**src/rtl/alu_seq.sv**
```systemverilog
// Sequential ALU: single-cycle logic/arith ops plus iterative shift-add multiply
// and restoring unsigned divide/remainder, with valid/ready on both sides.
module alu_seq #(
  parameter int WIDTH = 32,
  parameter int SHW   = $clog2(WIDTH)
) (
  input  logic             clk,
  input  logic             rst_n,
  input  logic             in_valid,
  output logic             in_ready,
  input  logic [3:0]       alu_op,
  input  logic [WIDTH-1:0] op1,
  input  logic [WIDTH-1:0] op2,
  input  logic             flush,
  output logic             out_valid,
  input  logic             out_ready,
  output logic [WIDTH-1:0] result,
  output logic             zero
);

  localparam int CW = $clog2(WIDTH);

  typedef enum logic [1:0] {IDLE, BUSY, DONE} state_e;
  typedef enum logic [1:0] {K_MUL, K_DIV, K_REM} kind_e;

  state_e           state_q, state_d;
  kind_e            kind_q, kind_d;
  logic [CW-1:0]    cnt_q, cnt_d;
  logic [WIDTH-1:0] a_q, a_d;
  logic [WIDTH-1:0] b_q, b_d;
  logic [WIDTH-1:0] acc_q, acc_d;
  logic [WIDTH-1:0] result_q, result_d;
  logic             zero_q, zero_d;

  function automatic logic [WIDTH-1:0] single_op(input logic [3:0] op,
                                                 input logic [WIDTH-1:0] x,
                                                 input logic [WIDTH-1:0] y);
    logic [SHW-1:0] sh;
    logic [WIDTH-1:0] r;
    sh = y[SHW-1:0];
    case (op)
      4'b0000: r = x & y;
      4'b0001: r = x | y;
      4'b0010: r = x + y;
      4'b0110: r = x - y;
      4'b0111: r = {{(WIDTH-1){1'b0}}, ($signed(x) < $signed(y))};
      4'b1000: r = x >> sh;
      4'b1001: r = x << sh;
      4'b1010: r = $signed(x) >>> sh;
      4'b1101: r = x ^ y;
      default: r = '0;
    endcase
    return r;
  endfunction

  // One multiply step: add the shifted multiplicand when the current multiplier bit is set
  logic [WIDTH-1:0] mul_acc;
  // One restoring-division step: acc_q is the partial remainder, a_q shifts dividend out and quotient in
  logic [WIDTH:0]   rem_sh, rem_sub;
  logic             rem_ge;
  logic [WIDTH-1:0] rem_nx, quo_nx, step_res;
  logic [WIDTH-1:0] single_res;

  always_comb begin
    mul_acc  = acc_q + (b_q[0] ? a_q : '0);
    rem_sh   = {acc_q, a_q[WIDTH-1]};
    rem_ge   = (rem_sh >= {1'b0, b_q});
    rem_sub  = rem_sh - {1'b0, b_q};
    rem_nx   = rem_ge ? rem_sub[WIDTH-1:0] : rem_sh[WIDTH-1:0];
    quo_nx   = {a_q[WIDTH-2:0], rem_ge};
    case (kind_q)
      K_MUL:   step_res = mul_acc;
      K_DIV:   step_res = quo_nx;
      default: step_res = rem_nx;
    endcase
    single_res = single_op(alu_op, op1, op2);
  end

  always_comb begin
    state_d  = state_q;
    kind_d   = kind_q;
    cnt_d    = cnt_q;
    a_d      = a_q;
    b_d      = b_q;
    acc_d    = acc_q;
    result_d = result_q;
    zero_d   = zero_q;
    if (flush) begin
      state_d = IDLE;
    end else begin
      case (state_q)
        IDLE: begin
          if (in_valid) begin
            if (alu_op == 4'b0011 || alu_op == 4'b0100 || alu_op == 4'b0101) begin
              a_d     = op1;
              b_d     = op2;
              acc_d   = '0;
              cnt_d   = CW'(WIDTH - 1);
              kind_d  = (alu_op == 4'b0011) ? K_MUL :
                        (alu_op == 4'b0100) ? K_DIV : K_REM;
              state_d = BUSY;
            end else begin
              result_d = single_res;
              zero_d   = (single_res == '0);
              state_d  = DONE;
            end
          end
        end
        BUSY: begin
          if (kind_q == K_MUL) begin
            acc_d = mul_acc;
            a_d   = a_q << 1;
            b_d   = b_q >> 1;
          end else begin
            acc_d = rem_nx;
            a_d   = quo_nx;
          end
          cnt_d = cnt_q - CW'(1);
          if (cnt_q == '0) begin
            result_d = step_res;
            zero_d   = (step_res == '0);
            state_d  = DONE;
          end
        end
        DONE: begin
          if (out_ready) state_d = IDLE;
        end
        default: state_d = IDLE;
      endcase
    end
  end

  always_ff @(posedge clk or negedge rst_n) begin
    if (!rst_n) begin
      state_q  <= IDLE;
      kind_q   <= K_MUL;
      cnt_q    <= '0;
      a_q      <= '0;
      b_q      <= '0;
      acc_q    <= '0;
      result_q <= '0;
      zero_q   <= 1'b0;
    end else begin
      state_q  <= state_d;
      kind_q   <= kind_d;
      cnt_q    <= cnt_d;
      a_q      <= a_d;
      b_q      <= b_d;
      acc_q    <= acc_d;
      result_q <= result_d;
      zero_q   <= zero_d;
    end
  end

  assign in_ready  = (state_q == IDLE);
  assign out_valid = (state_q == DONE);
  assign result    = result_q;
  assign zero      = zero_q;

endmodule

```
**config.mk**
```make
export PLATFORM = sky130hd
export DESIGN_NAME = alu_seq
export DESIGN_NICKNAME = d
export VERILOG_FILES = /design/src/rtl/alu_seq.sv
export SDC_FILE = /design/constraint.sdc
export NUM_CORES = 1
export LEC_CHECK = 0
export BUFFER_PORTS_ARGS = -buffer_cell sky130_fd_sc_hd__buf_2
export CORE_ASPECT_RATIO = 2
export CORE_MARGIN = 4
export CORE_UTILIZATION = 45
export CTS_CLUSTER_SIZE = 30
export DETAILED_ROUTE_END_ITERATION = 10
export PLACE_DENSITY = 0.61
export SYNTH_ARGS = -nofsm -noshare
export SYNTH_HDL_FRONTEND = slang
export SYNTH_SLANG_ARGS = --single-unit
export TNS_END_PERCENT = 1
```
**constraint.sdc**
```tcl
create_clock -name clk -period 4.6 [get_ports clk]
set_input_delay 0.23 -clock clk [delete_from_list [all_inputs] [get_ports clk]]
set_output_delay 0.23 -clock clk [all_outputs]
set_load 0.05 [all_outputs]
```
# Yosys cells after proc, flatten, opt, wreduce, memory -nomap -nowiden
# Index checks and enable logic that the tools add are counted.
[totals] elab_cells=93 inputBits=73 register_bits=138
[classes] order_cmp=2 n_reduce_logical=14 n_addsub=5 n_eq_ne=22 muxes=35 bitwise_logic=4 n_shift=3
[op_table] cell="two-way mux 32 bit" n=13
[op_table] cell="one-hot mux 32 bit (2 select lines)" n=5
[op_table] cell="one-hot mux 32 bit (9 select lines)" n=1
[op_table] cell="adder 32 bit" n=2
[op_table] cell="logical NOT 32 bit" n=2
[op_table] cell="subtractor 32 bit" n=2
[op_table] cell=">= comparator 33 x 32 -> 1 bit" n=1
[op_table] cell="AND 32 bit" n=1
[op_table] cell="< comparator 32 bit" n=1
[op_table] cell="OR 32 bit" n=1
[op_table] cell="<< shifter 32 x 5 -> 32 bit" n=1
[op_table] cell=">> shifter 32 x 5 -> 32 bit" n=1
[op_table] cell=">>> shifter 32 x 5 -> 32 bit" n=1
[op_table] cell="bitwise XOR 32 bit" n=1
[op_table] cell="== test 4 x 3 -> 1 bit, second input constant" n=4
[op_table] cell="== test 4 bit, second input constant" n=4
[op_table] cell="two-way mux 2 bit" n=7
[op_table] cell="two-way mux 5 bit" n=2
[op_table] cell="one-hot mux 5 bit (2 select lines)" n=1
[op_table] cell="AND reduction 5 bit" n=2
[op_table] cell="== test 4 x 2 -> 1 bit, second input constant" n=2
[op_table] cell="inequality test 2 bit, second input constant" n=4
[op_table] cell="AND reduction 4 bit" n=2
[op_table] cell="inequality test 3 x 2 -> 1 bit, second input constant" n=2
[op_table] cell="16 further kinds" n=22

# Depth between registers and ports, before layout
# Gate-level depths: netlist of the first run.
[logic_depth] depth_word=7 depth_mapped=19

# Worst setup path before layout of the first run
# OpenSTA, ideal clock, no wires.
[synth_path] path_type="input to register" from="in op2[2]" to="reg zero_q, in the netlist zero" stages=19 path_buffers=5 slack_ps=-10 arrival_ps=4544 required_ps=4534 setup_time_ps=66 path_cell_list="buf_2 -> inv_2 -> buf_1 -> buf_2 -> buf_1 -> ha_1 -> clkbuf_1 -> nand2b_1 -> a221oi_1 -> o21ai_1 -> a21oi_1 -> o21ai_1 -> a311oi_1 -> o31ai_1 -> a2111o_1 -> a32o_1 -> nor4_1 -> a31oi_1 -> nand2_1"
[synth_between] elab_chain_cells=6
[synth_lines] item="from (decl)" line="13" text="input logic [WIDTH-1:0] op2,"
[synth_lines] item="subtractor 32 bit, or another cell as far along" line="45" text="4'b0110: r = x - y;"
[synth_lines] item="one-hot mux 32 bit (9 select lines) *" line="41" text="case (op)"
[synth_lines] item="logical NOT 32 bit *" line="104" text="zero_d = (single_res == '0);"
[synth_lines] item="two-way mux 1 bit *" line="94" text="if (alu_op == 4'b0011 || alu_op == 4'b0100 || alu_op == 4'b0101) begin"
[synth_lines] item="two-way mux 1 bit *" line="93" text="if (in_valid) begin"
[synth_lines] item="one-hot mux 1 bit (2 select lines) *" line="91" text="case (state_q)"
[synth_lines] item="to (signal assigned)" line="151" text="zero_q <= zero_d;"
[synth_lines] item="to (decl)" line="33" text="logic zero_q, zero_d;"
# Mark *: on every way between the ends. The rest lies on a longest branch, timed or not. The select of a mux whose other input is x is not followed.
# A chain may end at the register's enable or synchronous reset.

# Final worst setup path of the first run
[layout_path] from="reg b_q[1]" to="reg zero_q, in the netlist zero"
[layout_between] elab_chain_cells=6
[layout_lines] item="from (decl)" line="30" text="logic [WIDTH-1:0] b_q, b_d;"
[layout_lines] item="from (signal assigned)" line="139" text="b_q <= '0;"
[layout_lines] item="from (signal assigned)" line="148" text="b_q <= b_d;"
[layout_lines] item="subtractor 32 bit / >= comparator 33 x 32 -> 1 bit (equally long branches)" line="68, 67"
[layout_lines] item="two-way mux 32 bit" line="69" text="rem_nx = rem_ge ? rem_sub[WIDTH-1:0] : rem_sh[WIDTH-1:0];"
[layout_lines] item="one-hot mux 32 bit (2 select lines) *" line="71" text="case (kind_q)"
[layout_lines] item="logical NOT 32 bit *" line="121" text="zero_d = (step_res == '0);"
[layout_lines] item="two-way mux 1 bit *" line="119" text="if (cnt_q == '0) begin"
[layout_lines] item="one-hot mux 1 bit (2 select lines) *" line="91"
# Marked as above.

==> results of run 1 <==
-- stage by stage --
step / hold WS (ns) / util / std cells / setup TNS [ns] / area [µm²]
floorplan: -0.0656 / - / 2764 / 0 / 20700
global placement: 0.296 / 0.518 / 3523 / -0.0379 / 23500
detailed placement: 0.304 / 0.518 / 3523 / -0.0104 / 23500
CTS: 0.130 / 0.531 / 3556 / 0 / 24100
global route: 0.154 / 0.532 / 3556 / 0 / 24100
finish: 0.150 / 0.533 / 3561 / 0 / 24100
-- area by class of cell --
| type | instances | area, µm² |
|---|---|---|
| Multi-Input combinational cell | 2252 | 15800 |
| Sequential cell | 138 | 3450 |
| Clock buffer | 19 | 433 |
| Timing Repair Buffer | 407 | 2890 |
| Inverter | 167 | 627 |
| Tap cell | 560 | 701 |
| Clock inverter | 13 | 166 |
| Fill cell | 4448 | 21200 |
| Antenna cell | 5 | 12.5 |
-- routing by layer --
layer | share of wire | up-vias
met4 | 0.12 | 4
met3 | 0.081 | 586
met5 | 0.00027 | -
met2 | 0.48 | 1730
li1 | - | 10800
met1 | 0.32 | 12100
-- placed cells by master, fill, tap and decap left out, types with 20 or more instances in the layout --
master	netlist	layout
and2_1	47	47
a211o_1	20	20
mux2_2	28	28
nand2_1	265	265
a221oi_1	22	22
nand2b_1	32	32
o21ai_0	182	182
buf_2	14	105
o22ai_1	23	23
a21o_1	47	47
nand3_1	68	68
o211ai_1	39	39
xnor2_1	37	37
inv_1	165	165
mux4_2	53	53
a21oi_1	261	261
a31oi_1	52	51
mux2i_1	61	61
buf_4	2	292
ha_1	166	166
nand4_1	27	27
a211oi_1	73	73
nor2_1	241	238
and3_1	22	22
nor4_1	28	27
dfrtp_1	138	138
xor2_1	22	22
nor3_1	46	45
nor2b_1	21	20
-- worst min-delay path, cell delays in order --
cell and delay, ns:
buf_2 0.14, nor2_1 0.09, a21o_1 0.11
-- cell families after synthesis --
family / after synthesis / share of synthesized area
simple gates: 876 / 0.201
buf+inv: 374 / 0.0718
flops: 138 / 0.167
compound gates: 997 / 0.323
fa+ha+maj: 170 / 0.104
mux: 150 / 0.108
xor+xnor: 59 / 0.0250
-- repair_timing --
item | in CTS | in global routing
hold buffers | 1 | 0
resized for setup | 0 | 9
setup endpoints to repair | 0 | 4
hold endpoints to repair | 66 | 0
-- final timing paths --
kind,to,from,depth (start not counted)
max,zero$_DFFE_PN0P_,b_q[1]$_DFFE_PN0P_,14
min in group asynchronous,acc_q[4]$_DFFE_PN0P_,rst_n,2
min,state_q[1]$_DFFE_PN0P_,out_ready,3
max reg2reg,zero$_DFFE_PN0P_,b_q[1]$_DFFE_PN0P_,14
min reg2reg,result[7]$_DFFE_PN0P_,result[7]$_DFFE_PN0P_,1
max in group asynchronous,acc_q[26]$_DFFE_PN0P_,rst_n,3
-- power groups by stage --
stage	combinational (mW)	clock (mW)	sequential (mW)
finish	4.65	1.47	1.84
global route	4.89	1.51	1.86
CTS	4.44	1.46	1.82
detailed placement	4.42	0	1.83
global placement	4.35	0	1.82
floorplan	2.40	0	1.97
-- flip-flops by register name, indices dropped and copies added, names as in the netlist --
register,count
state_q,2
result,32
b_q,32
cnt_q,5
acc_q,32
kind_q,2
zero,1
a_q,32
==> run_results.csv, run 1 <==
group,metric,value,unit
status,status,"finished with violations",
status,violations,"capacitance limit",
routing,ant_nets,0,
timing,hold_viol,0,
yosys,syn_area,20700,µm²
power,swShare,0.494,
power,power_density,330,nW/µm²
placement,dp_hpwl,90.0,mm
routing,first_pass_iters,6,
yosys,netlist_instances,2764,
power,pwr-share-comb,0.585,
yosys,ys_top_cells_by_count,"265 x nand2_1, 261 x a21oi_1, 241 x nor2_1",
yosys,ys_seq_area_frac,0.167,
cts,tritoncts,"built",
yosys,yosys.area.top_type,"dfrtp_1",
cts,cts_buffer_depth,2,
timing,tightest_slew,1.47,ns
global_route,grt_use_total,0.445,
routing,dr.first_iter.drc_count,3020,
global_route,antenna_found_initial,5,
timing,grt_setup_unrepaired,"no",
die,io-pin-count,108,
yosys,yosysUniqueCellTypes,92,
cts,clock-sinks,138,
worst_setup_path,critPathMaxStageDelay,0.46,ns
global_route,use_met2,0.763,
cts,root_buffer,"clkbuf_16",
die,die_x,160,µm
worst_setup_path,cp_cell_sequence,"inv_1 -> ha_1 -> nor2b_1 -> o2111ai_1 -> a211o_1 -> a31o_2 -> a2111o_1 -> nand2_2 -> mux2_2 -> mux2_2 -> a2111oi_0 -> and4_4 -> nand4_1 -> nand2_1",
worst_setup_path,cpMaxStageDelayCell,"a2111o_1",
power,p_seq_frac,0.231,
cts,clkSlewWorstSetupHoldPaths,0.07,ns
global_route,grt_max_degree,70,
yosys,yosys-top-cells-area,"dfrtp_1 17%, ha_1 10%, a21oi_1 6.3%",
die,dieArea,49700,µm²
placement,io_buffers,107,
worst_setup_path,critPathMostFrequentCell,"mux2_2",
placement,place.gp.congestion,1.10,
cts,htree_num_levels,4,
routing,finalWirelength,115,mm
worst_setup_path,critical_path_class,"flip-flop to flip-flop",
power,power.leakage,10.9,nW
die,initial_core_util,0.457,
power,peakVddDrop,0.000339,V
global_route,top_usage_layer,"met2",
die,rows,110,
timing,fin_skew,0.00973,ns
worst_setup_path,r2r_setup_slack,0.09,ns
routing,viasPerCell,7.06,
global_route,grt_overflow,0,
yosys,async_flop_share,1.00,
worst_setup_path,crit_buf_inv,1,
global_route,met3_usage,0.0816,
cells_and_area,drive_above_1_share,0.191,
cells_and_area,area_growth,16.6,%
yosys,synth.net_count,3007,
timing,drv_slew,0,
yosys,synth-main-ff-cell,"dfrtp_1",
yosys,yosysMostFrequentCell,"nand2_1",
worst_setup_path,start_kind,"flip-flop",
hold_path,hp-class,"input pin to flip-flop",
cells_and_area,nets,3226,
worst_setup_path,required,4.99,ns
worst_setup_path,cp_top_family,"compound AO/OA/AOI/OAI gates",
power,p_total,7.96,mW
worst_setup_path,arrival,4.90,ns
placement,dp_slack,-0.0104,ns
yosys,synth-edff-count,0,
power,p_int,4.03,mW
yosys,synth_area_per_cell,7.48,µm²
cts,cts_setup_buffers,0,
power,p_switching,3.93,mW
cts,numCtsBuffers,17,
worst_setup_path,worstPathMaxFanout,7,
timing,fmax,0.222,GHz
cts,clk_latency,0.45,ns
timing,fin_ws,0.0872,ns
routing,drc,0,
routing,avgRoutedWirePerCell,32.3,µm
timing,fin_crit,4.51,ns
timing,relSlewSlack,0.0119,
worst_setup_path,crit_path_end_kind,"flip-flop",
yosys,ys_warn_count,0,
job,max_cap_viol_count,1,
global_route,use_met1,0.450,
yosys,ys_ff_latch,138,
timing,period_share,0.981,
die,fp.dieH,311,µm
power,clkPwrFrac,0.184,
routing,vias,25100,
die,core-area,45300,µm²
global_route,grt_pass1_vias,24800,
global_route,grt_pass1_wl,165,mm
timing,setup_viol,0,
yosys,synth_top_area_share,0.167,
(Power assumes the default switching activity.)
==> run 2: changes to the inputs <==
- RECOVER_POWER: unset -> 100
==> run 2 against run 1 <==
  * The flow finishes with violations (capacitance limit, slew limit)
  * Hold slack lost 0.0028 ns
  * Non-clock buffer count unchanged
  * Count of clock-buffer cells in the layout is the same
  * Utilization fell by 0.22 points
  * Worst setup slack worse by 0.0066 ns
  * Routed wire length is 0.19% lower
  * Combinational power about the same
  * Design area shrank 0.40%
  * Global-route usage did not move
  * Die area unchanged
  * Fmax is 0.15% lower
  * Register-to-register slack about the same
==> run_results.csv, run 2 (synthesis results as in run 1) <==
group,metric,value,unit
status,status,"finished with violations",
status,violations,"capacitance limit, slew limit",
power,power_density,330,nW/µm²
cts,htree_num_levels,4,
placement,io_buffers,107,
worst_setup_path,ff2ff_path_depth,14,
placement,place.gp.congestion,1.10,
routing,viasPerCell,7.08,
cts,clock-sinks,138,
job,max_cap_viol_count,4,
timing,fin_crit,4.52,ns
timing,tightest_slew,3.49,ns
cts,cts_buffer_depth,2,
worst_setup_path,worstPathMaxFanout,7,
power,clkPwrFrac,0.185,
worst_setup_path,critPathMaxStageDelay,0.46,ns
worst_setup_path,cpMaxStageDelayCell,"a2111o_1",
die,core-area,45300,µm²
worst_setup_path,rr_startpoint,"b_q[1]$_DFFE_PN0P_",
global_route,antenna_found_initial,5,
power,power.leakage,10.8,nW
worst_setup_path,arrival,4.90,ns
hold_path,hold_start,"out_ready",
cells_and_area,drive_above_1_share,0.175,
cells_and_area,mostFrequentLayoutCells,"270 x buf_4, 265 x nand2_1, 261 x a21oi_1, 238 x nor2_1, 182 x o21ai_0",
die,initial_core_util,0.457,
global_route,grt_max_degree,70,
worst_setup_path,cp_cell_sequence,"inv_1 -> ha_1 -> nor2b_1 -> o2111ai_1 -> a211o_1 -> a31o_2 -> a2111o_1 -> nand2_2 -> mux2_2 -> mux2_2 -> a2111oi_0 -> and4_4 -> nand4_1 -> nand2_1",
cts,numCtsBuffers,17,
hold_path,hp-class,"input pin to flip-flop",
power,pwr-share-comb,0.583,
worst_setup_path,crit_end,"zero$_DFFE_PN0P_",
global_route,grt_pass1_wl,165,mm
worst_setup_path,critical_path_class,"flip-flop to flip-flop",
routing,avgRoutedWirePerCell,32.2,µm
timing,drv_slew,144,
routing,ant_nets,0,
placement,placed_area,23500,µm²
die,io-pin-count,108,
worst_setup_path,critPathMostFrequentCell,"mux2_2",
routing,first_pass_iters,7,
cells_and_area,utilization,0.530,
routing,finalWirelength,115,mm
worst_setup_path,r2r_setup_slack,0.08,ns
cts,root_buffer,"clkbuf_16",
timing,fin_skew,0.0104,ns
timing,period_share,0.982,
global_route,grt_pass1_vias,24800,
cts,clkSlewWorstSetupHoldPaths,0.07,ns
die,dieArea,49700,µm²
routing,dr.first_iter.drc_count,3225,
placement,dp_hpwl,90.0,mm
timing,fmax,0.221,GHz
cells_and_area,area_growth,16.2,%
die,rows,110,
cells_and_area,nets,3226,
power,p_switching,3.93,mW
routing,drc,0,
cells_and_area,fin_area,24000,µm²
worst_setup_path,rr_endpoint,"zero$_DFFE_PN0P_",
routing,top_layer,"met5",
die,fp.dieH,311,µm
cts,tritoncts,"built",
timing,hold_viol,0,
timing,relSlewSlack,-1.32,
power,p_int,3.99,mW
placement,dp.cells,3523,
global_route,grt_overflow,0,
timing,setup_viol,0,
global_route,grt_use_total,0.445,
cells_and_area,stdcell_count,3561,
timing,whs,0.147,ns
cts,clk_latency,0.45,ns
worst_setup_path,crit_path_end_kind,"flip-flop",
power,p_seq_frac,0.232,
worst_setup_path,required,4.98,ns
routing,wl_met3,8.80,mm
power,peakVddDrop,0.000332,V
cells_and_area,fillers,4492,
power,swShare,0.496,
die,die_x,160,µm
routing,vias,25200,
worst_setup_path,startpoint,"b_q[1]$_DFFE_PN0P_",
routing,wl_met1,36.6,mm
timing,grt_setup_unrepaired,"no",
routing,route.met2.wl,55.5,mm
cells_and_area,final_common_cell,"buf_4",
worst_setup_path,start_kind,"flip-flop",
## run 2: power groups by stage
stage	Combinational (mW)	Sequential, mW	Clock (mW)
floorplan	2.40	1.97	0
global placement	4.35	1.82	0
detailed placement	4.42	1.83	0
CTS	4.44	1.82	1.46
global route	4.85	1.86	1.51
finish	4.62	1.84	1.46
## run 2: per-layer routing
layer,vias up,global-route usage
met5,-,0
met4,4,0.418
met3,599,0.0816
met2,1695,0.763
met1,12200,0.450
li1,10800,-
## run 2: repair_timing
item | 4_1_cts | 5_1_grt
resized for setup | 0 | 9
endpoints found under the setup margin | 0 | 4
hold endpoints to repair | 66 | 0
hold buffers | 1 | 0
setup buffers | 0 | 0
## run 2: worst min path at each step
stage | end | slack [ns] | cells past startpoint
after floorplan | a_q[0]$_DFFE_PN0P_ | -0.07 | 0
after global placement | b_q[6]$_DFFE_PN0P_ | 0.30 | 1
after detailed placement | b_q[5]$_DFFE_PN0P_ | 0.30 | 1
after CTS | state_q[1]$_DFFE_PN0P_ | 0.13 | 3
after global routing | state_q[1]$_DFFE_PN0P_ | 0.15 | 3
final | state_q[1]$_DFFE_PN0P_ | 0.15 | 3
## run 2: through the flow
stage	total power [mW]	TNS [ns]	setup WS [ns]
after global placement	6.18	-0.0379	-0.0379
after CTS	7.72	0	0.0857
after floorplan	4.37	0	0.188
after global routing	8.23	0	0.0182
final	7.93	0	0.0806
after detailed placement	6.25	-0.0104	-0.0104
## run 2: layout make-up
cell class,count,area (µm²),area share
Multi-Input combinational cell,2252,15800,0.659
Sequential cell,138,3450,0.144
Timing Repair Buffer,407,2810,0.117
Tap cell,560,701,0.0292
Inverter,167,627,0.0261
Clock buffer,19,433,0.0180
Clock inverter,13,166,0.00693
Antenna cell,5,12.5,0.000521
## run 2: worst max-delay path: cells and delay by family, from the launching register on
kind / cells / cell delay [ns]
buffers and inverters: 1 / 0.06
adder cells (fa/ha/maj): 1 / 0.32
AND/OR/NAND/NOR: 5 / 1.11
flip-flops: 1 / 0.36
multiplexers: 2 / 0.74
AO/OA/AOI/OAI: 5 / 1.87
